$ cat src/rtl/dfa_walker_pkg.sv
// Shared widths, entry layout and FSM encoding for the DFA walker.
package dfa_walker_pkg;

    localparam int unsigned N     = 13;
    localparam int unsigned W     = 16;
    localparam int unsigned SYM_W = 4;
    localparam int unsigned ST_W  = N - SYM_W;
    localparam int unsigned TAG_W = 6;
    localparam int unsigned POS_W = 16;
    localparam int unsigned CNT_W = 16;

    localparam logic [ST_W-1:0] DEFAULT_START = ST_W'(0);

    typedef enum logic [1:0] {
        S_IDLE   = 2'd0,
        S_LOOKUP = 2'd1,
        S_UPDATE = 2'd2
    } fsm_t;

    // Transition-table word: [15] accept, [14:9] tag, [8:0] next state
    typedef struct packed {
        logic             acc;
        logic [TAG_W-1:0] tag;
        logic [ST_W-1:0]  next_state;
    } entry_t;

endpackage

$ cat src/rtl/dfa_walker.sv
// Walks a DFA over a symbol stream using an external 1-cycle-read transition BRAM,
// reports accepting transitions, and lets the host load the table while idle.
module dfa_walker
    import dfa_walker_pkg::*;
#(
    parameter logic [ST_W-1:0] START_STATE = DEFAULT_START
) (
    input  logic             clk,
    input  logic             rst_n,
    input  logic             s_valid,
    output logic             s_ready,
    input  logic [SYM_W-1:0] s_sym,
    input  logic             s_last,
    input  logic             cfg_we,
    input  logic [N-1:0]     cfg_addr,
    input  logic [W-1:0]     cfg_wdata,
    output logic             cfg_busy,
    output logic [N-1:0]     tbl_addr,
    output logic             tbl_rw,
    output logic [W-1:0]     tbl_wdata,
    input  logic [W-1:0]     tbl_rdata,
    output logic             m_valid,
    output logic [TAG_W-1:0] m_tag,
    output logic [POS_W-1:0] m_pos,
    output logic [ST_W-1:0]  cur_state,
    output logic [CNT_W-1:0] match_cnt
);

    fsm_t             fsm;
    logic             last_q;
    logic [POS_W-1:0] pos;
    entry_t           entry;

    assign entry    = entry_t'(tbl_rdata);
    // Host writes take the shared BRAM port, so a pending write stalls symbol intake
    assign s_ready  = (fsm == S_IDLE) && !cfg_we;
    assign cfg_busy = (fsm != S_IDLE);

    always_ff @(posedge clk or negedge rst_n) begin
        if (!rst_n) begin
            fsm       <= S_IDLE;
            last_q    <= 1'b0;
            pos       <= '0;
            cur_state <= START_STATE;
            match_cnt <= '0;
            m_valid   <= 1'b0;
            m_tag     <= '0;
            m_pos     <= '0;
            tbl_addr  <= '0;
            tbl_rw    <= 1'b0;
            tbl_wdata <= '0;
        end else begin
            m_valid <= 1'b0;
            tbl_rw  <= 1'b0;
            case (fsm)
                S_IDLE: begin
                    if (cfg_we) begin
                        tbl_addr  <= cfg_addr;
                        tbl_wdata <= cfg_wdata;
                        tbl_rw    <= 1'b1;
                    end else if (s_valid) begin
                        last_q   <= s_last;
                        tbl_addr <= {cur_state, s_sym};
                        fsm      <= S_LOOKUP;
                    end
                end
                S_LOOKUP: begin
                    fsm <= S_UPDATE;
                end
                S_UPDATE: begin
                    cur_state <= last_q ? START_STATE : entry.next_state;
                    pos       <= last_q ? POS_W'(0) : POS_W'(pos + POS_W'(1));
                    if (entry.acc) begin
                        m_valid <= 1'b1;
                        m_tag   <= entry.tag;
                        m_pos   <= pos;
                        if (match_cnt != '1) begin
                            match_cnt <= CNT_W'(match_cnt + CNT_W'(1));
                        end
                    end
                    fsm <= S_IDLE;
                end
                default: begin
                    fsm <= S_IDLE;
                end
            endcase
        end
    end

endmodule

$ cat config.mk
export PLATFORM = sky130hd
export DESIGN_NAME = dfa_walker
export DESIGN_NICKNAME = d
export VERILOG_FILES = /design/src/rtl/dfa_walker_pkg.sv /design/src/rtl/dfa_walker.sv
export SDC_FILE = /design/constraint.sdc
export NUM_CORES = 1
export LEC_CHECK = 0
export CORE_MARGIN = 3
export CORE_UTILIZATION = 50
export DETAILED_ROUTE_END_ITERATION = 16
export HOLD_SLACK_MARGIN = 0.1
export PLACE_DENSITY = 0.89
export SYNTH_ARGS = -nofsm -noshare
export SYNTH_HDL_FRONTEND = slang
export SYNTH_SLANG_ARGS = --single-unit
$ cat constraint.sdc
create_clock -name clk -period 3.74 [get_ports clk]
set_clock_uncertainty 0.1 [all_clocks]
set_input_delay 0.748 -clock clk [delete_from_list [all_inputs] [get_ports clk]]
set_output_delay 0.748 -clock clk [all_outputs]
set_load 0.05 [all_outputs]
==> impl_results.md <==
* Outcome: completed
* Via density at 5.15
* CP required at 2890 ps
* Relative slew slack at 0.406
* Number of synthesis warnings at 0
* Final non-filler cell total at 634
* Diodes inserted at 0
* PwrDens at between 500 and 600 nW/um^2
* First DRT Iteration DRCs at 160
* Synthesized area at between 4000 and 5000 sq um
* Via count at 3267
* Mapped Avg Cell Area at roughly 11 sq um
* DRC at 0
* CTS clk-pin slew, worst paths at 90 ps
* Core Area at 7930 sq um
* Post-synth top flop: dfrtp_1
* Register area at about 2400 sq um
* Min Tclk post-route at 2850 ps
* Synth cell types at 46
* Die X at 97.5 um
* Vias in the first global route at approximately 3400
* Ranking of synthesized cells by area: dfrtp_1 58%, nand2_1 9.2%, mux2_2 4.6%
* FF-to-FF setup slack at 1640 ps
* Slew Viols, Final at 0
* Synth Register Bits at 97
* Layout cells sized above 1 at 0.0996
* Mapped Cells at 396
* Crit Path Max Fanout at 7
* Num CTS Buffers at 9
* P_leak at 0.00269 uW
* Final worst setup slack at 886 ps
* Type of the worst min-delay path: in -> async
* Post-Route WL at around 9900 um
* Postcts setup bufs at 0
* CP bufs+invs at 1
* Nets@finish at 583
* Initial Util at 0.527
* Tcrit/Tclk final at 0.763
* CTS sink cnt at 97
* Worst skew pair latency at between 300 and 400 ps
* First-pass GRT wire length at 16700 um
* Hold-fix buffers, CTS at 0
* Sequential share of the synthesized area at 0.580
* Crit-path slowest cell: clkdlybuf4s50_1
* I/O pin cnt at 134
* Largest net degree at the start of global routing at 47
* Dpl hpwl at approximately 7300 um
* Synth async-reset ratio at 1.00
* Setup crit end kind: output pin
* Die Ht at slightly below 100 um
* FF-to-FF Start: fsm[1]
* Gr usage total at 0.220
* Post-CTS resize count at 0
* Worst R2R Path Depth at 4
* Antenna violations before repair at 0
* Unrepaired setup endpoints after global routing: no
* CP top delay family: buffers and inverters
* RR Endpoint: match_cnt[9]
* Largest area contributor in the netlist: dfrtp_1
* Setup_tns at 0 ps
* Synthesized Nets at 452
* Max-cap viol count at 0
* Final core occ at 0.732
* Post-place setup slack at 977 ps
* Worst-case clock buffer depth at 2
* Drt pass-1 iters at 4
* Slew @ Worst Pin at approximately 890 ps
* CP Class: reg -> out
* Dpl cell area at between 5000 and 6000 sq um
* Top-area cell type share of the netlist area at 0.580
* Root Buffer: clkbuf_8
* Post-synth EDFFs at 0
* Fillers at 581
* Area of the multi-input gates at 1660 sq um
* Number of routed nets with antenna violations at 0
* Final hold vios at 0
* FP Rows at 32
* CP Cell Sequence: or2_2 > clkdlybuf4s50_1
* Maximum VDD drop at 0.338 mV
* Maximum clock frequency at about 0.35 GHz
* Arrival time worst endpoint at 2010 ps
* DR WL/cell at ~16 um
* Dpl cells at 618
* GR Overflow Total at 0
* Die area at 9500 sq um
* Setup-failing EPs final at 0
* Area Overhead vs Synth at 38.7%
* H-tree depth at 3
* I/O Buffers at between 100 and 150
* Crit-path max cell delay at 720 ps
* GPL Wtd Cong at ~0.82
* CTS tree: yes
* CP Launch Type: flip-flop
* Fin area at 5800 sq um
-- synth_stat cells, types with 3 or more instances --
cell type	number
nand2_1	102
dfrtp_1	97
nor2_1	30
mux2_2	17
a21oi_1	16
mux2i_1	16
o21ai_0	15
xor2_1	14
clkbuf_1	8
nand3_1	8
nor3_1	7
nand4_1	5
xnor2_1	5
and3_1	4
buf_2	4
inv_1	4
buf_1	3
o211ai_1	3
or2_2	3
-- kinds of logic (layout without fill, tap and decap cells) --
kind of cell,Yosys count,after routing,share of synthesized area
buffers and inverters,22,158,0.0230
flip-flops,97,97,0.580
AO/OA/AOI/OAI,40,40,0.0542
XOR/XNOR,19,19,0.0398
multiplexers,33,33,0.0841
adder cells (fa/ha/maj),2,2,0.00598
AND/OR/NAND/NOR,183,183,0.212
-- layout make-up --
| cell class | count | share of cell area |
|---|---|---|
| inverter | 4 | 0.00259 |
| timing repair buffer | 138 | 0.237 |
| clock inverter | 5 | 0.00949 |
| clock buffer | 11 | 0.0244 |
| sequential | 97 | 0.418 |
| tap | 102 | 0.0220 |
| multi-input combinational | 277 | 0.286 |
-- how the worst max path moves through the flow --
| stage | to | from | slack [ps] | depth (start not counted) |
|---|---|---|---|---|
| floorplan | s_ready | cfg_we | 910 | 2 |
| global placement | match_cnt[14] | tbl_rdata[15] | 1040 | 5 |
| detailed placement | match_cnt[9] | tbl_rdata[15] | 980 | 5 |
| CTS | cfg_busy | fsm[1] | 850 | 2 |
| global route | cfg_busy | fsm[1] | 790 | 2 |
| finish | cfg_busy | fsm[1] | 890 | 2 |
-- layout by cell type, fill, tap and decap left out, types with 6 or more instances in the layout --
| master | count |
|---|---|
| dfrtp_1 | 97 |
| o21ai_0 | 15 |
| nand3_1 | 8 |
| nor3_1 | 7 |
| mux2i_1 | 16 |
| xor2_1 | 14 |
| nand2_1 | 102 |
| buf_4 | 6 |
| a21oi_1 | 16 |
| nor2_1 | 30 |
| mux2_2 | 17 |
| clkdlybuf4s50_1 | 131 |
| clkbuf_8 | 10 |
-- where the power goes --
group          internal (uW)  switching [uW]
combinational            405             753
sequential              1210             134
clock                    325             348
-- state kept, by name, indices dropped and copies added (netlist names) --
signal,flops
last_q,1
match_cnt,16
m_valid,1
fsm,2
cur_state,9
tbl_rw,1
m_pos,16
pos,16
tbl_wdata,16
m_tag,6
tbl_addr,13
-- routing by layer --
metal  global-route usage  vias up  part of all wire
li1                     -     1601                 -
met1                0.279     1558              0.42
met2                0.373       97              0.51
met3               0.0567       11             0.053
met4               0.0628        0             0.014
met5                    0        -                 0
-- metrics by stage --
stage | total power [uW] | hold slack (ps)
4_1_cts | 3210 | 288
6_report | 3180 | 277
5_1_grt | 3330 | 305
2_1_floorplan | 2070 | 352
3_5_place_dp | 2530 | 370
3_3_place_gp | 2500 | 360
(Power assumes the default switching activity.)
==> RTL edit 1 (same flow settings) <==
Change the package constant `POS_W` from 16 to 24.
--- a/src/rtl/dfa_walker_pkg.sv
+++ b/src/rtl/dfa_walker_pkg.sv
@@ -7,5 +7,5 @@
     localparam int unsigned ST_W  = N - SYM_W;
     localparam int unsigned TAG_W = 6;
-    localparam int unsigned POS_W = 16;
+    localparam int unsigned POS_W = 24;
     localparam int unsigned CNT_W = 16;
 
Interface: changed (resized m_pos); port bits go from 134 to 142. No check against the original RTL was run, so the function may have changed too.
==> RTL edit 1 against the unedited design <==
Total power is 38% higher. Sequential cell count is 16 higher. Worst hold slack worse by 0.083 ns. Worst setup slack worse by 0.039 ns. Routed wire length is 24% higher. Clock power is 130% higher. Final area is 20% higher. Sequential power is 15% higher. Core utilization is 1.5 points higher. Synthesized area is 16% higher.
==> RTL edit 1: results (changes against the unedited design) <==
| Metric | Value |
|---|---|
| Gate Count Post-Synth | `478 (+21%)` |
| Hpwl dp | `8540 um (+17%)` |
| GR Util met3 | `0.0726 (+0.0159)` |
| Max VDD drop | `0.000474 V (+40%)` |
| Vias in the first global route | `4348 (+27%)` |
| Iteration-0 DRC Markers | `207 (+29%)` |
| Rel. slew slack | `0.451 (+0.0457)` |
| Layout Cells excl Fill | `761 (+20%)` |
| Synth unique cells | `39 (-15%)` |
| Nets@finish | `678 (+16%)` |
| H-tree Lvls | `4 (+1)` |
| Post-place setup slack | `0.952 ns (-0.0250 ns)` |
| Placed cell areas | `6380 sq um (+14%)` |
| First-pass GRT wire length | `20900 um (+25%)` |
| Synth Area in Compound Gates | `0.0763 (+0.0221)` |
| Adder-Cell Fraction of Synth Area | `0.00516 (-0.000828)` |
| Share of layout cells above drive strength 1 | `0.0949 (-0.00469)` |
| Met1 GRT Util | `0.282 (+0.00288)` |
| Met2 routed WL | `6340 um (+25%)` |
| Top cells by area, synth | `dfrtp_1 58%, nand2_1 9.1%, mux2_2 4.2%` |
| Status | `complete, no violations` |
| Pin count of the biggest net entering global routing | `59 (+26%)` |
| CTS clk-pin slew, worst paths | `0.05 ns (-0.04 ns)` |
| Placed cells | `732 (+18%)` |
| Top flop regs | `m_pos x24, pos x24` |
| Total wire length | `12400 um (+24%)` |
| Crit Path Max Fanout | `8 (+1)` |
| Synth Net Count | `534 (+18%)` |
| Final setup margin | `0.848 ns (-0.0386 ns)` |
| Met2 GRT Util | `0.408 (+0.0355)` |
| R2r setup slk | `1.40 ns (-0.24 ns)` |
| XOR/XNOR Fraction of Synth Area | `0.0289 (-0.0109)` |
| Seq/Total Area, Yosys | `0.583 (+0.00213)` |
| GPL Wtd Cong | `0.838 (+2.8%)` |
| Port bufs | `141 (+6.0%)` |
| Global Route Usage Sum | `0.238 (+0.0186)` |
| M1 WL | `4990 um (+19%)` |
| DR vias/cell | `5.34 (+3.6%)` |
| Num CTS Buffers | `17 (+8)` |
| WP data arrival | `2.04 ns (+0.03 ns)` |
| Internal | `0.00289 W (+49%)` |
| Worst-Skew Late Latency | `0.50 ns (+0.15 ns)` |
## RTL edit 1: cell count changes in the layout (fill, tap and decap cells not counted), moves of 6 or more
cell and change:
clkbuf_16 +16, dfrtp_1 +16, a21oi_1 +15, nand2_1 +16
or3_1 +8, o21ai_0 +12, clkdlybuf4s50_1 +8, o31ai_1 +6
xor2_1 -6
## RTL edit 1: critical path, delay by kind of cell, from the launching register on
kind	cells	cell delay [ns]
buffers and inverters	1	0.71
DFF	1	0.46
and+or+nand+nor	1	0.37
## RTL edit 1: final cells by class
cell class,count,area [sq um]
well taps,129,161
repair buffers,146,1470
flip-flops and latches,113,2830
clock buffers,23,477
inverters,9,33.8
fillers,647,2370
clock inverters,6,105
multi-input cells,335,1890
## RTL edit 1: path summary, 6_finish.rpt
path                              to      from  cells after the start
max                         cfg_busy    fsm[1]                      2
min                        m_pos[14]     rst_n                      1
max reg2reg                  pos[20]    pos[0]                      5
min reg2reg                 m_pos[3]  m_pos[3]                      2
max in group asynchronous     pos[3]     rst_n                      2
min in group clk            m_pos[3]  m_pos[3]                      2
## RTL edit 1: metrics by stage
step / hold WS (ns) / util
3_5_place_dp: 0.363 / 0.684
6_report: 0.194 / 0.746
3_3_place_gp: 0.357 / 0.684
2_1_floorplan: 0.352 / -
5_1_grt: 0.245 / 0.746
4_1_cts: 0.212 / 0.746
## RTL edit 1: power groups by stage
stage | logic, W | registers (W) | clock network (W)
floorplan | 0.000249 | 0.00207 | 0
global placement | 0.00122 | 0.00155 | 0
detailed placement | 0.00125 | 0.00156 | 0
CTS | 0.00126 | 0.00155 | 0.00160
global route | 0.00132 | 0.00158 | 0.00166
finish | 0.00125 | 0.00155 | 0.00158
==> RTL edit 2 (same flow settings) <==
Made on the original files. Make the reset (`rst_n`) synchronous in one clocked block.
--- a/src/rtl/dfa_walker.sv
+++ b/src/rtl/dfa_walker.sv
@@ -37,5 +37,5 @@
     assign cfg_busy = (fsm != S_IDLE);
 
-    always_ff @(posedge clk or negedge rst_n) begin
+    always_ff @(posedge clk) begin
         if (!rst_n) begin
             fsm       <= S_IDLE;
Formal check against the unedited RTL: differs if rst_n is asserted again (counterexample within 4 cycles, from zero or initial values and one cycle with rst_n low); with rst_n held inactive, the same outputs for 10 cycles.
==> RTL edit 2 against the unedited design <==
Worst setup slack improved by 0.092 ns. Final area fell by 4.7%. Final cell count up 9.8%. Synthesized area is 7.5% lower. Worst hold slack improved by 0.079 ns. Maximum frequency grew 3.4%. Die area down 7.0%. Sequential cell count did not move. Core utilization is 1.8 points higher. Register-to-register slack better by 0.02 ns. Routed wire length increased by 0.29%.
Power is not compared: it rests on default switching activity, and its combinational part moved more than twofold at a synthesized area within 25%.
==> RTL edit 2: results (changes against the unedited design) <==
| Metric | Value |
|---|---|
| Global Route Usage Sum | `0.231 (+0.0113)` |
| Worst r2r dst | `pos[14]` |
| WP data arrival | `1.91 ns (-0.10 ns)` |
| Fillers | `561 (-3.4%)` |
| Synth unique cells | `37 (-20%)` |
| Top cells by area, synth | `dfxtp_1 50%, nand2_1 11%, a21oi_1 8.8%` |
| Status | `complete, no violations` |
| Fraction of area in multi-input gates | `0.328 (+0.0418)` |
| Register area | `1940 sq um (-20%)` |
| Placed cell areas | `5300 sq um (-5.5%)` |
| DR vias | `3780 (+16%)` |
| Worst-Skew Late Latency | `0.35 ns (about the same)` |
| Final hold slack | `0.356 ns (+0.0795 ns)` |
| R2R Path Start | `pos[0]` |
| Rel. slew slack | `0.447 (+0.0415)` |
| First-pass GRT wire length | `16400 um (-1.9%)` |
| Buffering overhead | `0.252 (+0.0149)` |
| Pin count of the biggest net entering global routing | `31 (-34%)` |
| Setup crit start | `fsm[1]` |
| Multi-input gates | `337 (+22%)` |
| Synth Net Count | `521 (+15%)` |
| Total wire length | `9970 um (+0.29%)` |
| Non-Clock Inverter Count | `7 (+3)` |
| Post-synth top flop | `dfxtp_1` |
| Final worst-path cycle share | `0.738 (-0.0247)` |
| Mean Syn Cell Area | `8.32 sq um (-21%)` |
| Top cells by count, synth | `113 x nand2_1, 97 x dfxtp_1, 68 x a21oi_1, 31 x nor2_1, 22 x clkbuf_1` |
| Seq/Total Area, Yosys | `0.502 (-0.0787)` |
| Clock buffer cells | `12 (+1)` |
| Placed cells | `680 (+10%)` |
| FF-to-FF path depth | `5 (+1)` |
| Post-synth ARST share | `0 (-1.00)` |
| Hpwl dp | `7280 um (-0.11%)` |
| Clock-cell share | `0.0417 (+0.00779)` |
| Mapped Area | `3870 sq um (-7.5%)` |
| Share of layout cells above drive strength 1 | `0.0486 (-0.0510)` |
| Non-clk bufs | `140 (+1.4%)` |
| Met2 routed WL | `5080 um (+0.14%)` |
| Vias in the first global route | `3441 (+0.50%)` |
| Nets@finish | `648 (+11%)` |
| M1 WL | `4150 um (-0.98%)` |
| DR vias/cell | `5.43 (+5.4%)` |
| Post-place setup slack | `1.12 ns (+0.139 ns)` |
| Hold Crit Class | `flop to flop` |
| Iteration-0 DRC Markers | `128 (-20%)` |
| R2r setup slk | `1.66 ns (+0.02 ns)` |
## RTL edit 2: where the power goes
part	switching [W]	internal [W]	total (W)
Sequential	0.0000166	0.00106	0.00108
Clock	0.000346	0.000414	0.000759
Combinational	0.000178	0.000123	0.000301
## RTL edit 2: worst max-delay path: cells and delay by family (launching register included)
kind / cells / cell delay, ns
flip-flops: 1 / 0.54
AND/OR/NAND/NOR: 1 / 0.13
buffers and inverters: 2 / 0.90
## RTL edit 2: logic make-up (layout without fill, tap and decap cells)
group | after synthesis | in the layout | share of synthesized area
simple gates | 206 | 206 | 0.251
compound gates | 106 | 106 | 0.154
flops | 97 | 97 | 0.502
buf+inv | 31 | 163 | 0.0304
mux | 13 | 13 | 0.0336
xor+xnor | 10 | 10 | 0.0226
fa+ha+maj | 2 | 2 | 0.00647
## RTL edit 2: per-layer routing
metal / up-vias / track usage
met5: - / 0
met3: 13 / 0.0441
met2: 137 / 0.399
met4: 0 / 0.0794
met1: 1752 / 0.287
li1: 1878 / -
